**config.mk**
```make
export PLATFORM = sky130hd
export DESIGN_NAME = rca_seq_ctrl
export DESIGN_NICKNAME = d
export VERILOG_FILES = /design/src/rtl/rca_seq_ctrl.sv
export SDC_FILE = /design/constraint.sdc
export NUM_CORES = 1
export LEC_CHECK = 0
export BUFFER_PORTS_ARGS = -buffer_cell sky130_fd_sc_hd__clkbuf_2
export CAP_MARGIN = 20
export CORE_UTILIZATION = 33
export DETAILED_ROUTE_END_ITERATION = 6
export GPL_ROUTABILITY_DRIVEN = 0
export PLACE_DENSITY = 0.64
export SLEW_MARGIN = 0
export SYNTH_ARGS = -nofsm -noshare
export SYNTH_HDL_FRONTEND = slang
export SYNTH_SLANG_ARGS = --single-unit
```
**constraint.sdc**
```tcl
create_clock -name clk -period 3.3 [get_ports clk]
set_clock_uncertainty 0.05 [all_clocks]
set_input_delay 0.165 -clock clk [delete_from_list [all_inputs] [get_ports clk]]
set_output_delay 0.165 -clock clk [all_outputs]
set_load 0.01 [all_outputs]
```
**src/rtl/rca_seq_ctrl.sv**
```systemverilog
// rca_seq_ctrl: multi-precision add/subtract sequencer. One shared 4-bit
// ripple-carry adder is stepped across the operands LSB slice first, with a
// registered carry chaining the slices. Valid/ready on both sides.

// 4-bit ripple-carry adder built from a chain of full adders.
module rca4 (
  input  logic [3:0] a_i,
  input  logic [3:0] b_i,
  input  logic       c_i,
  output logic [3:0] s_o,
  output logic       c_o
);
  logic [4:0] c;

  assign c[0] = c_i;

  for (genvar i = 0; i < 4; i++) begin : g_fa
    assign s_o[i]   = a_i[i] ^ b_i[i] ^ c[i];
    assign c[i+1]   = (a_i[i] & b_i[i]) | (c[i] & (a_i[i] ^ b_i[i]));
  end

  assign c_o = c[4];
endmodule

module rca_seq_ctrl #(
  parameter int WIDTH = 16
) (
  input  logic             clk,
  input  logic             rst,
  input  logic             in_valid,
  output logic             in_ready,
  input  logic [WIDTH-1:0] a,
  input  logic [WIDTH-1:0] b,
  input  logic             cin,
  input  logic             sub,
  output logic             out_valid,
  input  logic             out_ready,
  output logic [WIDTH-1:0] sum,
  output logic             cout,
  output logic             ovf
);
  localparam int NSLICE = WIDTH / 4;
  localparam int KW     = (NSLICE > 1) ? $clog2(NSLICE) : 1;

  if ((WIDTH % 4) != 0 || WIDTH < 4) begin : g_bad_width
    $error("rca_seq_ctrl: WIDTH must be a multiple of 4 and >= 4");
  end

  typedef enum logic [1:0] {S_IDLE, S_RUN, S_DONE} state_e;

  state_e            state_q, state_d;
  logic [KW-1:0]     k_q, k_d;
  logic [WIDTH-1:0]  a_q, a_d;
  logic [WIDTH-1:0]  b_q, b_d;
  logic [WIDTH-1:0]  sum_q, sum_d;
  logic              carry_q, carry_d;
  logic              cout_q, cout_d;
  logic              ovf_q, ovf_d;

  logic [3:0]        rca_s;
  logic              rca_c;
  logic              last_slice;
  logic              accept;

  assign last_slice = (k_q == KW'(NSLICE - 1));
  assign accept     = in_valid && in_ready;

  // The single shared adder always looks at the current slice k.
  rca4 u_rca (
    .a_i (a_q[{k_q, 2'b00} +: 4]),
    .b_i (b_q[{k_q, 2'b00} +: 4]),
    .c_i (carry_q),
    .s_o (rca_s),
    .c_o (rca_c)
  );

  // State register; reset aborts any operation in flight.
  always_ff @(posedge clk) begin
    if (rst) state_q <= S_IDLE;
    else     state_q <= state_d;
  end

  // Next-state logic: accept -> walk slices -> hold result until taken.
  always_comb begin
    state_d = state_q;
    case (state_q)
      S_IDLE:  if (accept)     state_d = S_RUN;
      S_RUN:   if (last_slice) state_d = S_DONE;
      S_DONE:  if (out_ready)  state_d = S_IDLE;
      default:                 state_d = S_IDLE;
    endcase
  end

  // Handshake outputs decoded from state; in_ready is also masked by reset.
  always_comb begin
    in_ready  = (state_q == S_IDLE) && !rst;
    out_valid = (state_q == S_DONE);
  end

  // Datapath next-state: subtract is a + ~b + 1, so b is inverted at accept
  // and the carry is seeded with 1; cout/ovf are captured on the MSB slice.
  always_comb begin
    a_d     = a_q;
    b_d     = b_q;
    carry_d = carry_q;
    k_d     = k_q;
    sum_d   = sum_q;
    cout_d  = cout_q;
    ovf_d   = ovf_q;
    case (state_q)
      S_IDLE: begin
        if (accept) begin
          a_d     = a;
          b_d     = sub ? ~b : b;
          carry_d = sub ? 1'b1 : cin;
          k_d     = '0;
        end
      end
      S_RUN: begin
        sum_d[{k_q, 2'b00} +: 4] = rca_s;
        carry_d                  = rca_c;
        if (last_slice) begin
          cout_d = rca_c;
          ovf_d  = (a_q[WIDTH-1] == b_q[WIDTH-1]) && (rca_s[3] != a_q[WIDTH-1]);
        end else begin
          k_d = k_q + 1'b1;
        end
      end
      default: ;
    endcase
  end

  // Datapath registers.
  always_ff @(posedge clk) begin
    if (rst) begin
      a_q     <= '0;
      b_q     <= '0;
      sum_q   <= '0;
      carry_q <= 1'b0;
      k_q     <= '0;
      cout_q  <= 1'b0;
      ovf_q   <= 1'b0;
    end else begin
      a_q     <= a_d;
      b_q     <= b_d;
      sum_q   <= sum_d;
      carry_q <= carry_d;
      k_q     <= k_d;
      cout_q  <= cout_d;
      ovf_q   <= ovf_d;
    end
  end

  assign sum  = sum_q;
  assign cout = cout_q;
  assign ovf  = ovf_q;
endmodule

```
======== Word level (Yosys, flattened, before mapping) ========
Index checks and enable logic that the tools add are counted.
word-level totals
  register bits after elaboration ......... 55
  latch bits .............................. 0
  RAM bits ................................ 0
  bits in read-only memories .............. 0
  output and inout bits ................... 20
  logic and storage cells ................. 67
  memories kept ........................... 0
operators by class
  add/subtract/negate cells ............... 2
  multiply operators ...................... 0
  divide/modulo/power cells ............... 0
  $lt $le $gt $ge ......................... 0
  equal/unequal tests ..................... 9
  shift operators ......................... 4
  mux-type cells .......................... 12
  bitwise operators ....................... 21
  reduce and logical (&&, ||, !) cells .... 11
operators with widths
  cell                      number
  $shiftx A16 B5 Y4         2
  $bwmux W16                1
  $mux W16                  1
  $not A16 Y16              1
  $shift A4 B6 Y16 const A  1
  $shiftx A4 B6 Y16         1
  $mux W2                   5
  $and A1 B1 Y1             8
  $xor A1 B1 Y1             8
  $ne A2 B2 Y1 const B      3
  $neg A4 Y6                1
  $pmux W2 S3               1
  $reduce_and A2 Y1         3
  $reduce_and A3 Y1         2
  $eq A2 B2 Y1 const B      2
  $or A1 B1 Y1              4
  $pmux W2 S2               1
  $logic_and A1 B1 Y1       3
  $add A2 B1 Y2 const B     1
  $eq A2 B1 Y1 const B      1
  $logic_not A2 Y1          1
  $mux W1                   2
  $ne A2 B1 Y1 const B      1
  $pmux W1 S2               1
  other kinds (4)           4

======== Longest topological paths before layout ========
  depth after elaboration ................. 11
  depth in mapped cells ................... 10
  gate-level depth less buffers ........... 9

======== By module ========
A second synthesis with hierarchy kept.
unflattened totals
  cells, all modules ...................... 273
  area total of the unflattened synthesis .. 2596.2 sq um
by module, submodules not included
  module        instances  cells an instance  area an instance (sq um)
  rca_seq_ctrl  1          259                2478.6
  rca4          1          14                 117.6

======== Least setup slack after synthesis ========
Ideal clock, no wire load.
  path type ............................... register to register
  start point ............................. reg k_q[0]
  end point ............................... reg ovf_q, in the netlist ovf
  library setup time ...................... 86 ps
  arrival ................................. 2937 ps
  required time ........................... 3164 ps
  setup slack ............................. 227 ps
  stages on the path, launching flop included .. 11
  buffers on the path ..................... 1
  period minus slack after synthesis ...... 3073 ps
  cell sequence ........................... dfxtp_1 -> buf_2 -> mux4_2 -> fa_1 -> inv_1 -> fa_1 -> fa_1 -> inv_1 -> fa_1 -> nand3b_1 -> a211oi_1
on the way
  word-level cells in the longest chain between the ends .. 11
RTL lines
  element                                      RTL line  RTL
  start, declared                              52        logic [KW-1:0] k_q, k_d;
  start signal, assigned                       148       k_q <= k_d;
  $shiftx A16 B5 Y4, on equally long branches  70, 71
  $xor A1 B1 Y1                                19        assign c[i+1] = (a_i[i] & b_i[i]) | (c[i] & (a_i[i] ^ b_i[i]));
  $and A1 B1 Y1                                19
  $or A1 B1 Y1                                 19
  $and A1 B1 Y1                                19
  $or A1 B1 Y1                                 19
  $and A1 B1 Y1                                19
  $or A1 B1 Y1                                 19
  $xor A1 B1 Y1                                18        assign s_o[i] = a_i[i] ^ b_i[i] ^ c[i];
  $ne A1 B1 Y1                                 124       ovf_d = (a_q[WIDTH-1] == b_q[WIDTH-1]) && (rca_s[3] != a_q[WIDTH-1]);
  $logic_and A1 B1 Y1                          124
  end signal, assigned                         150       ovf_q <= ovf_d;
  end, declared                                58        logic ovf_q, ovf_d;
Parallel ways exist; a longest one is shown, timed or not.
A chain may end at the register's enable or synchronous reset.

======== Worst setup path after layout ========
Same ends and word-level chain as after synthesis.

==> run_results.csv <==
group,metric,value,unit
run_status,status,"finished, final reports clean",
critical_path,start_kind,"flip-flop",
final_layout,area_delta_synth_final,16.6,%
grt,grt_pass1_vias,1886,
grt,grt_usage,0.142,
place,dp_cells,418,
cts,worstSkewPairLatency,0.31,ns
sta,rsz0062_at_grt,"false",
floorplanning,die_w,90.9,microns
cts,cts_resized,0,
final_layout,fill_cells,820,
grt,gr-total-overflow,0,
cts,cts-root-buf,"clkbuf_8",
final_layout,drive_above_1_share,0.257,
grt,grt_first_pass_wirelength,9.21,mm
grt,grt.busiest_layer,"met2",
final_layout,fin_nets,371,
cts,cts.path.max_buffers,2,
grt,antenna_found_initial,0,
synthesis,synth_area,2610,sq um
floorplanning,core_area,7690,sq um
grt,grt_max_degree,57,
cts,cts_tree,"done",
critical_path,end_kind,"flip-flop",
synthesis,postSynthAreaPerCell,9.45,sq um
routing,wirelength,5.64,mm
synthesis,synth_top_area_share,0.422,
sta,period_share,0.926,
synthesis,ys_ff_latch,55,
cts,clk_pin_slew,0.09,ns
cts,clock_sinks,55,
worst_hold_path,whs_path_depth,3,
sta,slew_headroom,0.558,
pwr,power,0.00129,W
synthesis,synth_area_leaders,"dfxtp_1, mux4_2, nand2_1, xnor2_1, a211oi_1",
sta,maxSlewViolCount,0,
floorplanning,core.rowCount,32,
pwr,power_density,425,nW/um^2
floorplanning,io_pins,58,
synthesis,syn_inst,276,
final_layout,utilization,0.396,
cts,post_cts_buffers,0,
pwr,ir_drop,153,uV
cts,htree_levels,2,
synthesis,synth_nets,324,
floorplanning,start_util,0.339,
sta,finalCriticalPeriod,3.05,ns
final_layout,layoutNonFillerInstCount,425,
routing,drc,0,
routing,antenna_left,0,
synthesis,yosys_warnings,0,
final_layout,diodes,0,
synthesis,yosysSeqAreaShare,0.422,
critical_path,worstPathRequired,3.48,ns
cts,cts_made_buffers,5,
pwr,cellLeakagePower,1.15,nW
critical_path,path_max_fanout,6,
grt,grt.met3_usage,0.0387,
routing,drtPass1Iterations,4,
sta,tns,0,ns
critical_path,r2r-end,"ovf$_SDFFE_PP0P_",
critical_path,r2r_slack,0.25,ns
critical_path,critical_path_class,"reg -> reg",
floorplanning,dieArea,8260,sq um
critical_path,reg2reg_from,"k_q[0]$_SDFFE_PP0P_",
cts,cts-hold-fix-buffers,0,
synthesis,synth_top_cell_by_area,"dfxtp_1",
sta,hold_viol,0,
grt,use_met2,0.230,
run,maxCapViolCount,0,
final_layout,final_cell_mix,"clkbuf_2, dfxtp_1, nand2_1",
grt,grt_use_met1,0.185,
place,dp_hpwl,4.09,mm
critical_path,reg2reg_depth,9,
worst_hold_path,min-delay-start,"a[15]",
worst_hold_path,min_path_type,"in -> reg",
critical_path,worstPathArrival,3.24,ns
sta,worstMarginPinSlew,0.662,ns
worst_hold_path,worstHoldEndpoint,"a_q[15]$_SDFFE_PP0P_",
routing,post_drt_wl_per_cell,13.3,microns
synthesis,yosys.cell_types.count,34,
place,io_buffers,57,
sta,final-setup-viol-count,0,
routing,drtIter0Drc,71,
routing,viasPerCell,4.86,
sta,fmax,327,MHz
final_layout,mostFrequentLayoutCell,"clkbuf_2",
routing,vias,2066,
floorplanning,die_height,90.9,microns
[metal layers]
| layer | vias to the layer above | wire length, microns |
|---|---|---|
| li1 | 1059 | - |
| met4 | 0 | 70 |
| met2 | 50 | 2630 |
| met5 | - | 0 |
| met3 | 6 | 277 |
| met1 | 951 | 2660 |
[kinds of logic (layout without fill, tap and decap cells)]
family	Yosys count	count (layout)	share of synthesized area
and+or+nand+nor	94	94	0.175
AOI/OAI and AO/OA	59	59	0.161
DFF	55	55	0.422
buffers and inverters	34	81	0.0595
xor gates and xnor gates	16	16	0.0537
adders and majority gates	10	10	0.0595
muxes	8	8	0.0691
[layout make-up]
type / count / area [sq um] / area share
Multi-Input combinational cell: 187 / 1360 / 0.447
Sequential cell: 55 / 1100 / 0.362
Timing Repair Buffer: 61 / 315 / 0.104
Tap cell: 102 / 128 / 0.0420
Clock buffer: 6 / 82.6 / 0.0272
Inverter: 13 / 48.8 / 0.0160
Clock inverter: 1 / 5.00 / 0.00165
[critical path, stage by stage (launching register included)]
cell and delay, ns:
dfxtp_1 0.53, mux4_2 0.57, fa_1 0.39, inv_1 0.07, fa_1 0.19, fa_1 0.17
inv_1 0.05, fa_1 0.56, nand3b_1 0.20, a211oi_1 0.19
[Yosys cell counts, drive strengths merged]
cell and instances:
dfxtp 55, nand3 3, and4bb 1, xnor2 16, a2111oi 1, nor4b 1, nand3b 6, nor2b 3
mux4 8, a32oi 8, nor3 1, a211oi 17, nor2 26, and2 1, buf 13, or4b 1
or4 1, ha 6, o32ai 4, o211ai 2, nor4bb 1, clkbuf 8, fa 4, nand4 5
nand2b 2, a21oi 25, inv 13, o41ai 1, nand2 42, o2111ai 1
[worst max path at each step]
| stage | start | to | slack [ns] | cells past startpoint |
|---|---|---|---|---|
| global route | k_q[0]$_SDFFE_PP0P_ | ovf$_SDFFE_PP0P_ | 0.07 | 9 |
| CTS | k_q[0]$_SDFFE_PP0P_ | ovf$_SDFFE_PP0P_ | 0.23 | 9 |
| floorplan | k_q[0]$_SDFFE_PP0P_ | ovf$_SDFFE_PP0P_ | 0.23 | 10 |
| finish | k_q[0]$_SDFFE_PP0P_ | ovf$_SDFFE_PP0P_ | 0.25 | 9 |
| global placement | k_q[0]$_SDFFE_PP0P_ | ovf$_SDFFE_PP0P_ | 0.32 | 9 |
| detailed placement | k_q[0]$_SDFFE_PP0P_ | ovf$_SDFFE_PP0P_ | 0.24 | 9 |
[metrics by stage]
stage                     setup slack (ns)  hold slack [ns]  instance area, sq um
after detailed placement             0.243            0.345                  2950
after global placement               0.322            0.345                  2950
after CTS                            0.231          0.00842                  3040
after global routing                0.0698           0.0117                  3040
after floorplan                      0.227            0.251                  2610
final                                0.245           0.0175                  3040
[flip-flops by register name, indices dropped and copies added, names as in the netlist]
register / cells
a_q: 16
b_q: 16
carry_q: 1
cout: 1
k_q: 2
ovf: 1
state_q: 2
sum: 16
[where the power goes]
part           total [W]  switching [W]  leakage [nW]  internal, W
logic           0.000203       0.000113         0.653    0.0000906
clock network   0.000375       0.000209        0.0470     0.000165
registers       0.000715      0.0000236         0.448     0.000691
Note: power is estimated with default switching activity, not from simulation.
